### src/rtl/fft_frame_sched.sv
// Double-buffered 16-sample frame scheduler: fills ping-pong banks from the FIR, launches the
// FFT engine, captures bins and streams them out. Optional peak tracker: FFT_FRAME_SCHED_PEAK_EN.
module fft_frame_sched #(
    parameter int DW = 16,
    parameter int RW = 32
) (
    input  logic                 clk,
    input  logic                 rst,
    input  logic                 fir_valid,
    input  logic signed [DW-1:0] fir_d,
    output logic                 fft_start,
    output logic [16*DW-1:0]     fft_x,
    input  logic                 fft_done,
    input  logic [16*RW-1:0]     fft_res,
    output logic                 out_valid,
    input  logic                 out_ready,
    output logic [3:0]           out_bin,
    output logic [RW-1:0]        out_data,
    output logic                 out_last,
    output logic                 ovf,
    output logic                 peak_valid,
    output logic [3:0]           peak_bin
);

    // state | meaning
    // IDLE  | waiting for the read bank to fill
    // START | one-cycle launch pulse to the engine
    // WAIT  | engine busy, bank held for fft_x
    // DRAIN | streaming captured bins out
    typedef enum logic [1:0] {IDLE, START, WAIT, DRAIN} state_t;

    state_t          state_q, state_d;
    logic [DW-1:0]   bank_q [2][16];
    logic [RW-1:0]   res_q  [16];
    logic [1:0]      full_q, full_d;
    logic            wr_bank_q, wr_bank_d;
    logic            rd_bank_q, rd_bank_d;
    logic [3:0]      wr_idx_q, wr_idx_d;
    logic [3:0]      k_q, k_d;
    logic            ovf_q, ovf_d;
    logic            wr_en, cap_en, hs;

    assign hs = out_valid && out_ready;

    always_comb begin
        state_d   = state_q;
        full_d    = full_q;
        wr_bank_d = wr_bank_q;
        rd_bank_d = rd_bank_q;
        wr_idx_d  = wr_idx_q;
        k_d       = k_q;
        ovf_d     = ovf_q;
        wr_en     = 1'b0;
        cap_en    = 1'b0;

        if (fir_valid) begin
            if (full_q[wr_bank_q]) begin
                ovf_d = 1'b1;
            end else begin
                wr_en = 1'b1;
                if (wr_idx_q == 4'd15) begin
                    full_d[wr_bank_q] = 1'b1;
                    wr_bank_d         = ~wr_bank_q;
                    wr_idx_d          = 4'd0;
                end else begin
                    wr_idx_d = wr_idx_q + 4'd1;
                end
            end
        end

        case (state_q)
            IDLE:  if (full_q[rd_bank_q]) state_d = START;
            START: state_d = WAIT;
            WAIT: begin
                if (fft_done) begin
                    // Release targets the read bank; a same-cycle fill can only hit the other bank.
                    cap_en            = 1'b1;
                    full_d[rd_bank_q] = 1'b0;
                    rd_bank_d         = ~rd_bank_q;
                    k_d               = 4'd0;
                    state_d           = DRAIN;
                end
            end
            DRAIN: begin
                if (out_ready) begin
                    if (k_q == 4'd15) begin
                        k_d     = 4'd0;
                        state_d = IDLE;
                    end else begin
                        k_d = k_q + 4'd1;
                    end
                end
            end
            default: state_d = IDLE;
        endcase
    end

    always_ff @(posedge clk or negedge rst) begin
        if (!rst) begin
            state_q   <= IDLE;
            full_q    <= 2'b00;
            wr_bank_q <= 1'b0;
            rd_bank_q <= 1'b0;
            wr_idx_q  <= 4'd0;
            k_q       <= 4'd0;
            ovf_q     <= 1'b0;
        end else begin
            state_q   <= state_d;
            full_q    <= full_d;
            wr_bank_q <= wr_bank_d;
            rd_bank_q <= rd_bank_d;
            wr_idx_q  <= wr_idx_d;
            k_q       <= k_d;
            ovf_q     <= ovf_d;
        end
    end

    always_ff @(posedge clk or negedge rst) begin
        if (!rst) begin
            for (int b = 0; b < 2; b++)
                for (int i = 0; i < 16; i++)
                    bank_q[b][i] <= '0;
            for (int i = 0; i < 16; i++)
                res_q[i] <= '0;
        end else begin
            if (wr_en)
                bank_q[wr_bank_q][wr_idx_q] <= fir_d;
            if (cap_en)
                for (int i = 0; i < 16; i++)
                    res_q[i] <= fft_res[i*RW +: RW];
        end
    end

    for (genvar g = 0; g < 16; g++) begin : g_fft_x
        assign fft_x[g*DW +: DW] = bank_q[rd_bank_q][g];
    end

    assign fft_start = (state_q == START);
    assign out_valid = (state_q == DRAIN);
    assign out_bin   = out_valid ? k_q : 4'd0;
    assign out_data  = out_valid ? res_q[k_q] : '0;
    assign out_last  = out_valid && (k_q == 4'd15);
    assign ovf       = ovf_q;

`ifdef FFT_FRAME_SCHED_PEAK_EN
    logic [15:0] re, im, abs_re, abs_im;
    logic [16:0] mag, best_mag_q;
    logic [3:0]  best_bin_q, peak_bin_q;
    logic        peak_valid_q, take;

    assign re     = res_q[k_q][RW-1 -: 16];
    assign im     = res_q[k_q][15:0];
    assign abs_re = re[15] ? (~re + 16'd1) : re;
    assign abs_im = im[15] ? (~im + 16'd1) : im;
    assign mag    = {1'b0, abs_re} + {1'b0, abs_im};
    // Strict compare keeps the lowest index on ties; bin 0 always seeds the search.
    assign take   = (k_q == 4'd0) || (mag > best_mag_q);

    always_ff @(posedge clk or negedge rst) begin
        if (!rst) begin
            best_mag_q   <= '0;
            best_bin_q   <= 4'd0;
            peak_bin_q   <= 4'd0;
            peak_valid_q <= 1'b0;
        end else begin
            peak_valid_q <= hs && (k_q == 4'd15);
            if (hs && take) begin
                best_mag_q <= mag;
                best_bin_q <= k_q;
            end
            if (hs && (k_q == 4'd15))
                peak_bin_q <= take ? k_q : best_bin_q;
        end
    end

    assign peak_valid = peak_valid_q;
    assign peak_bin   = peak_bin_q;
`else
    assign peak_valid = 1'b0;
    assign peak_bin   = 4'd0;
`endif

endmodule

### config.mk
export PLATFORM = sky130hd
export DESIGN_NAME = fft_frame_sched
export DESIGN_NICKNAME = d
export VERILOG_FILES = /design/src/rtl/fft_frame_sched.sv
export SDC_FILE = /design/constraint.sdc
export NUM_CORES = 2
export LEC_CHECK = 0
export ABC_AREA = 1
export BUFFER_PORTS_ARGS = -buffer_cell sky130_fd_sc_hd__clkbuf_2
export CORE_AREA = 2 2 323 325
export CTS_CLUSTER_DIAMETER = 40
export DETAILED_ROUTE_END_ITERATION = 8
export DIE_AREA = 0 0 325 327
export GPL_ROUTABILITY_DRIVEN = 1
export PLACE_DENSITY = 0.67
export SLEW_MARGIN = 15
export SYNTH_ARGS = -nofsm -noshare
export SYNTH_HDL_FRONTEND = slang
export SYNTH_SLANG_ARGS = --single-unit
### constraint.sdc
create_clock -name clk -period 2 [get_ports clk]
set_clock_uncertainty 0.1 [all_clocks]
set_input_delay 0 -clock clk [delete_from_list [all_inputs] [get_ports clk]]
set_output_delay 0 -clock clk [all_outputs]
set_load 0.05 [all_outputs]
==> results.md, run 1 <==
* Placement-stage cell area at ~58000 µm²
* Leading register cell type out of synthesis: dfrtp_1
* Top cells by area, synth: dfrtp_1 (55%), nand2_1 (19%), o21ai_0 (9.8%)
* Count leader, synth: nand2_1
* CTS H-Tree Depth at 4
* Yosys reg bits at ~1000
* Io pins at about 830
* Async S/R FF share, synth at 1.000
* First-pass GRT wire length at 381800 µm
* Error: [ERROR GRT-0116] Global routing finished with congestion. Check the congestion regions in the DRC Viewer.
* Post-synth top cells: nand2_1 (2402), dfrtp_1 (1039), o21ai_0 (920), inv_1 (382), nor2_1 (346)
* Distinct cells, synth at 30
* Vias in the first global route at about 59000
* GRT Total Usage at 0.4795
* Maximum clock path buffer count at 3
* Die height at 327 µm
* Post-synth top area cell: dfrtp_1
* Failing step: global routing
* Syn Inst Count at 5931
* Clock root cell: clkbuf_16
* Die width at 325 µm
* Row count at 118
* Port Buf Inserts at ~830
* # clock sinks at roughly 1000
* Synth top area share at 0.5534
* Num CTS Buffers at 149
* Largest net degree at the start of global routing at ~100
* Hpwl dp at 127200 µm
* Status: did not finish
* Sequential area share after synthesis at 0.5534
* Syn_area_per_cell at 7.922 µm²
* Post-synth EDFFs at 0
* Grt ovf at roughly 450
* Warnings, synthesis at 0
* Starting density of the core at 0.4566
* Cells after DPL at 7991
* Placer Congestion at 0.9517
* Syn Std Cell Area at 46990 µm²
per-stage QoR:
step	hold WS, ps	setup WS, ps
2_1_floorplan	-395.6	-364.6
3_3_place_gp	-184.8	-137.7
3_5_place_dp	-184.6	-144.6
4_1_cts	0.1357	-755.3
timing repair:
action	in CTS
hold endpoints to repair	2077
hold buffers	1001
endpoints found under the setup margin	295
pin swaps	55
cloned	28
buffers inserted	35
gates resized for setup	283
routing by layer:
metal	overflow	global-route usage
met1	12	0.5490
met2	276	0.6592
met3	3	0.2607
met4	154	0.3765
met5	1	0.05280
kinds of logic after synthesis:
logic type | synth area share
other cells | 0.00007981
fa+ha+maj | 0.002397
buf+inv | 0.07182
flops | 0.5534
xor+xnor | 0.0003729
compound gates | 0.1265
simple gates | 0.2454
==> inputs of run 2 (changes only) <==
- CORE_AREA: 2 2 323 325 -> unset
- CORE_MARGIN: unset -> 1.5
- CORE_UTILIZATION: unset -> 40
- CTS_CLUSTER_DIAMETER: 40 -> unset
- DIE_AREA: 0 0 325 327 -> unset
- PLACE_DENSITY: 0.67 -> unset
- PLACE_DENSITY_LB_ADDON: unset -> 0.15
==> results.md, run 2 <==
* Syn Std Cell Area at 46990 µm² (unchanged)
* Status: finished with violations
* Starting density of the core at 0.4038 (-0.05280)
* RSZ-0062 raised after global routing: yes
* Leakage at 37.17 nW
* Die width at 345.7 µm (+6.4%)
* Hold_sp: fft_res[125]
* Final Setup Violations at 307
* Cells after DPL at 8144 (+1.9%)
* Reg2reg start: state_q[0]$_DFFE_PN0P_
* Placer Congestion at 0.9468 (-0.51%)
* Critical path arrival at 2650 ps
* Clock slew at reported path FFs at 60 ps
* Post-synth top area cell: dfrtp_1
* Peak supply drop at 1.364 mV
* Nets at 8392
* Distinct cells, synth at 30 (unchanged)
* Grt ovf at 0
* Worst slew pin tran at 849.2 ps
* Crit Path Class: reg2out
* Largest net degree at the start of global routing at 81
* Vias in the first global route at about 51000
* Die area at 119500 µm²
* Final Cycle Share at 1.374
* Async S/R FF share, synth at 1.000 (unchanged)
* Port Buf Inserts at 828 (unchanged)
* Violated checks: setup timing
* Antenna violations before repair at 45
* DRC errors left at 0
* Final Instance Area at 76350 µm²
* P&R area growth vs syn at 62.49%
* Final Max Tran Viols at 0
* Drt initial violations at 6452
* Final hold violations at 0
* Avg WL per Cell at 23.47 µm
* Class of the worst hold path: in2reg
* Maximum clock path buffer count at 3 (unchanged)
* Biggest regs: bank_q: 512 flops, res_q: 512 flops
* Vias per cell at 5.449
* CTS tree: yes
* Worst R2R Setup Slack at -210 ps
* Maximum capacitance violations at 0
* Post-synth EDFFs at 0 (unchanged)
* Num CTS Buffers at 113 (-24%)
* Routed via count at between 50000 and 60000
* Slowest-stage cell, CP: dfrtp_4
* Terminus of the critical flop-to-flop path: res_q[473]$_DFFE_PN0P_
* Worst Setup SP: k_q[0]$_DFFE_PN0P_
* CP max FO at 7
* Util after Layout at 0.6561
* Routed Antenna Nets at 0
* CTS H-Tree Depth at 3 (-1)
* Worst setup SP type: flip-flop
* Count leader, synth: nand2_1
* Syn Inst Count at 5931 (unchanged)
* # clock sinks at 1039 (unchanged)
* Most used cell, CP: buf_12
* First-pass DRT Iterations at 8
* TNS Setup at -108920 ps
* R2R depth at 8
* Setup ws final at -748.7 ps
* Min cycle time layout at 2749 ps
* Fill cells at 8790
* Slew headroom at 0.4332
* Die height at 345.7 µm (+5.7%)
* Row count at 125 (+5.9%)
* Yosys reg bits at 1039 (unchanged)
* Warnings, synthesis at 0 (unchanged)
* Post-route insts no fill at 9501
* Crit path to: out_data[4]
* GRT Total Usage at 0.3668
* First-pass GRT wire length at about 330000 µm
* Syn_area_per_cell at 7.922 µm² (unchanged)
* Leading register cell type out of synthesis: dfrtp_1
* Most frequent cells in the layout: nand2_1 (2295), dfrtp_1 (1035), dlygate4sd3_1 (1003)
* Commonest non-fill, non-tap cell in the layout: nand2_1
* Hpwl dp at 124700 µm (-1.9%)
* Max Clock Freq at approximately 360 MHz
* Post-synth top cells: nand2_1 (2402), dfrtp_1 (1039), o21ai_0 (920), inv_1 (382), nor2_1 (346)
* Core region area at 116400 µm²
* Sequential area share after synthesis at 0.5534 (unchanged)
* Routed WL at approximately 220000 µm
* WP data required at 1900 ps
* Top cells by area, synth: dfrtp_1 (55%), nand2_1 (19%), o21ai_0 (9.8%)
* Final Power at 131.4 mW
* Clock Latency Late Sink at between 700 and 800 ps
* Share of cells above drive strength 1 at 0.2328
* Synth top area share at 0.5534 (unchanged)
* PwrDens at 1722 nW/µm²
* Clock root cell: clkbuf_16
* Crit. End Element: output pin
* Crit path cell chain: buf_12, buf_12, buf_4, o21ai_0, o211ai_1, nand3_2, nand2_4, buf_12
* Io pins at 834 (unchanged)
* Max incr delay on CP at 550 ps
* Placement-stage cell area at 57260 µm² (-0.87%)
run 2: cell counts after synthesis:
No cell type changed its count.
run 2: power by group:
group / switching [mW] / internal [mW] / total, mW
registers: 5.49 / 30.5 / 36.0
clock network: 9.40 / 13.9 / 23.3
logic: 43.7 / 28.4 / 72.1
total: 58.6 / 72.8 / 131
run 2: layer usage:
metal / track usage / vias to the layer above / wire length [µm]
met5: 0.01441 / - / 171
met4: 0.2007 / 20 / 14990
met3: 0.1407 / 1065 / 24350
met2: 0.5525 / 3473 / 99860
met1: 0.4517 / 24680 / 83590
li1: - / 22530 / -
run 2: timing repair:
item,4_1_cts,5_1_grt
hold buffers,1005,0
resized for setup,369,474
setup endpoints to repair,295,492
hold endpoints to repair,2055,0
pin swaps,79,93
cloned,25,30
buffers inserted,25,36
run 2: how the worst min path moves through the flow:
stage,endpoint,slack [ps],depth (start not counted)
after global routing,res_q[489]$_DFFE_PN0P_,20,4
after detailed placement,res_q[105]$_DFFE_PN0P_,-90,1
after global placement,res_q[105]$_DFFE_PN0P_,-80,1
final,res_q[413]$_DFFE_PN0P_,40,4
after CTS,res_q[92]$_DFFE_PN0P_,1,4
after floorplan,bank_q[0]$_DFFE_PN0P_,-400,0
run 2: final cells by class:
type	instances	area (µm²)	area share
multi-input combinational	4078	19540	0.2559
tap	1524	1907	0.02498
inverter	389	1504	0.01970
timing repair inverter	3	41.29	0.0005408
antenna	34	85.08	0.001114
clock inverter	57	933.4	0.01223
clock buffer	151	3171	0.04153
sequential	1039	26010	0.3407
timing repair buffer	2226	23160	0.3033
run 2: worst max-delay path, delay by kind of cell (launching register included):
family / cells / cell delay, ps
buf+inv: 4 / 580
flops: 1 / 550
compound gates: 2 / 430
simple gates: 2 / 360
run 2: cells by family (layout without fill, tap and decap cells):
logic type	count (synthesis)	in the layout	share of synthesized area
compound gates	1103	1103	0.1265
xor+xnor	2	2	0.0003729
fa+ha+maj	9	9	0.002397
simple gates	2959	2959	0.2454
flops	1039	1039	0.5534
buf+inv	818	2826	0.07182
other cells	1	39	0.00007981
run 2: per-stage QoR:
stage,hold slack [ps],setup slack (ps)
floorplan,-395.6,-364.6
global placement,-84.46,-54.11
detailed placement,-87.77,-59.20
CTS,1.351,-700.5
global route,23.52,-795.9
finish,39.80,-748.7
No activity file was read; power rests on OpenSTA's default activity.
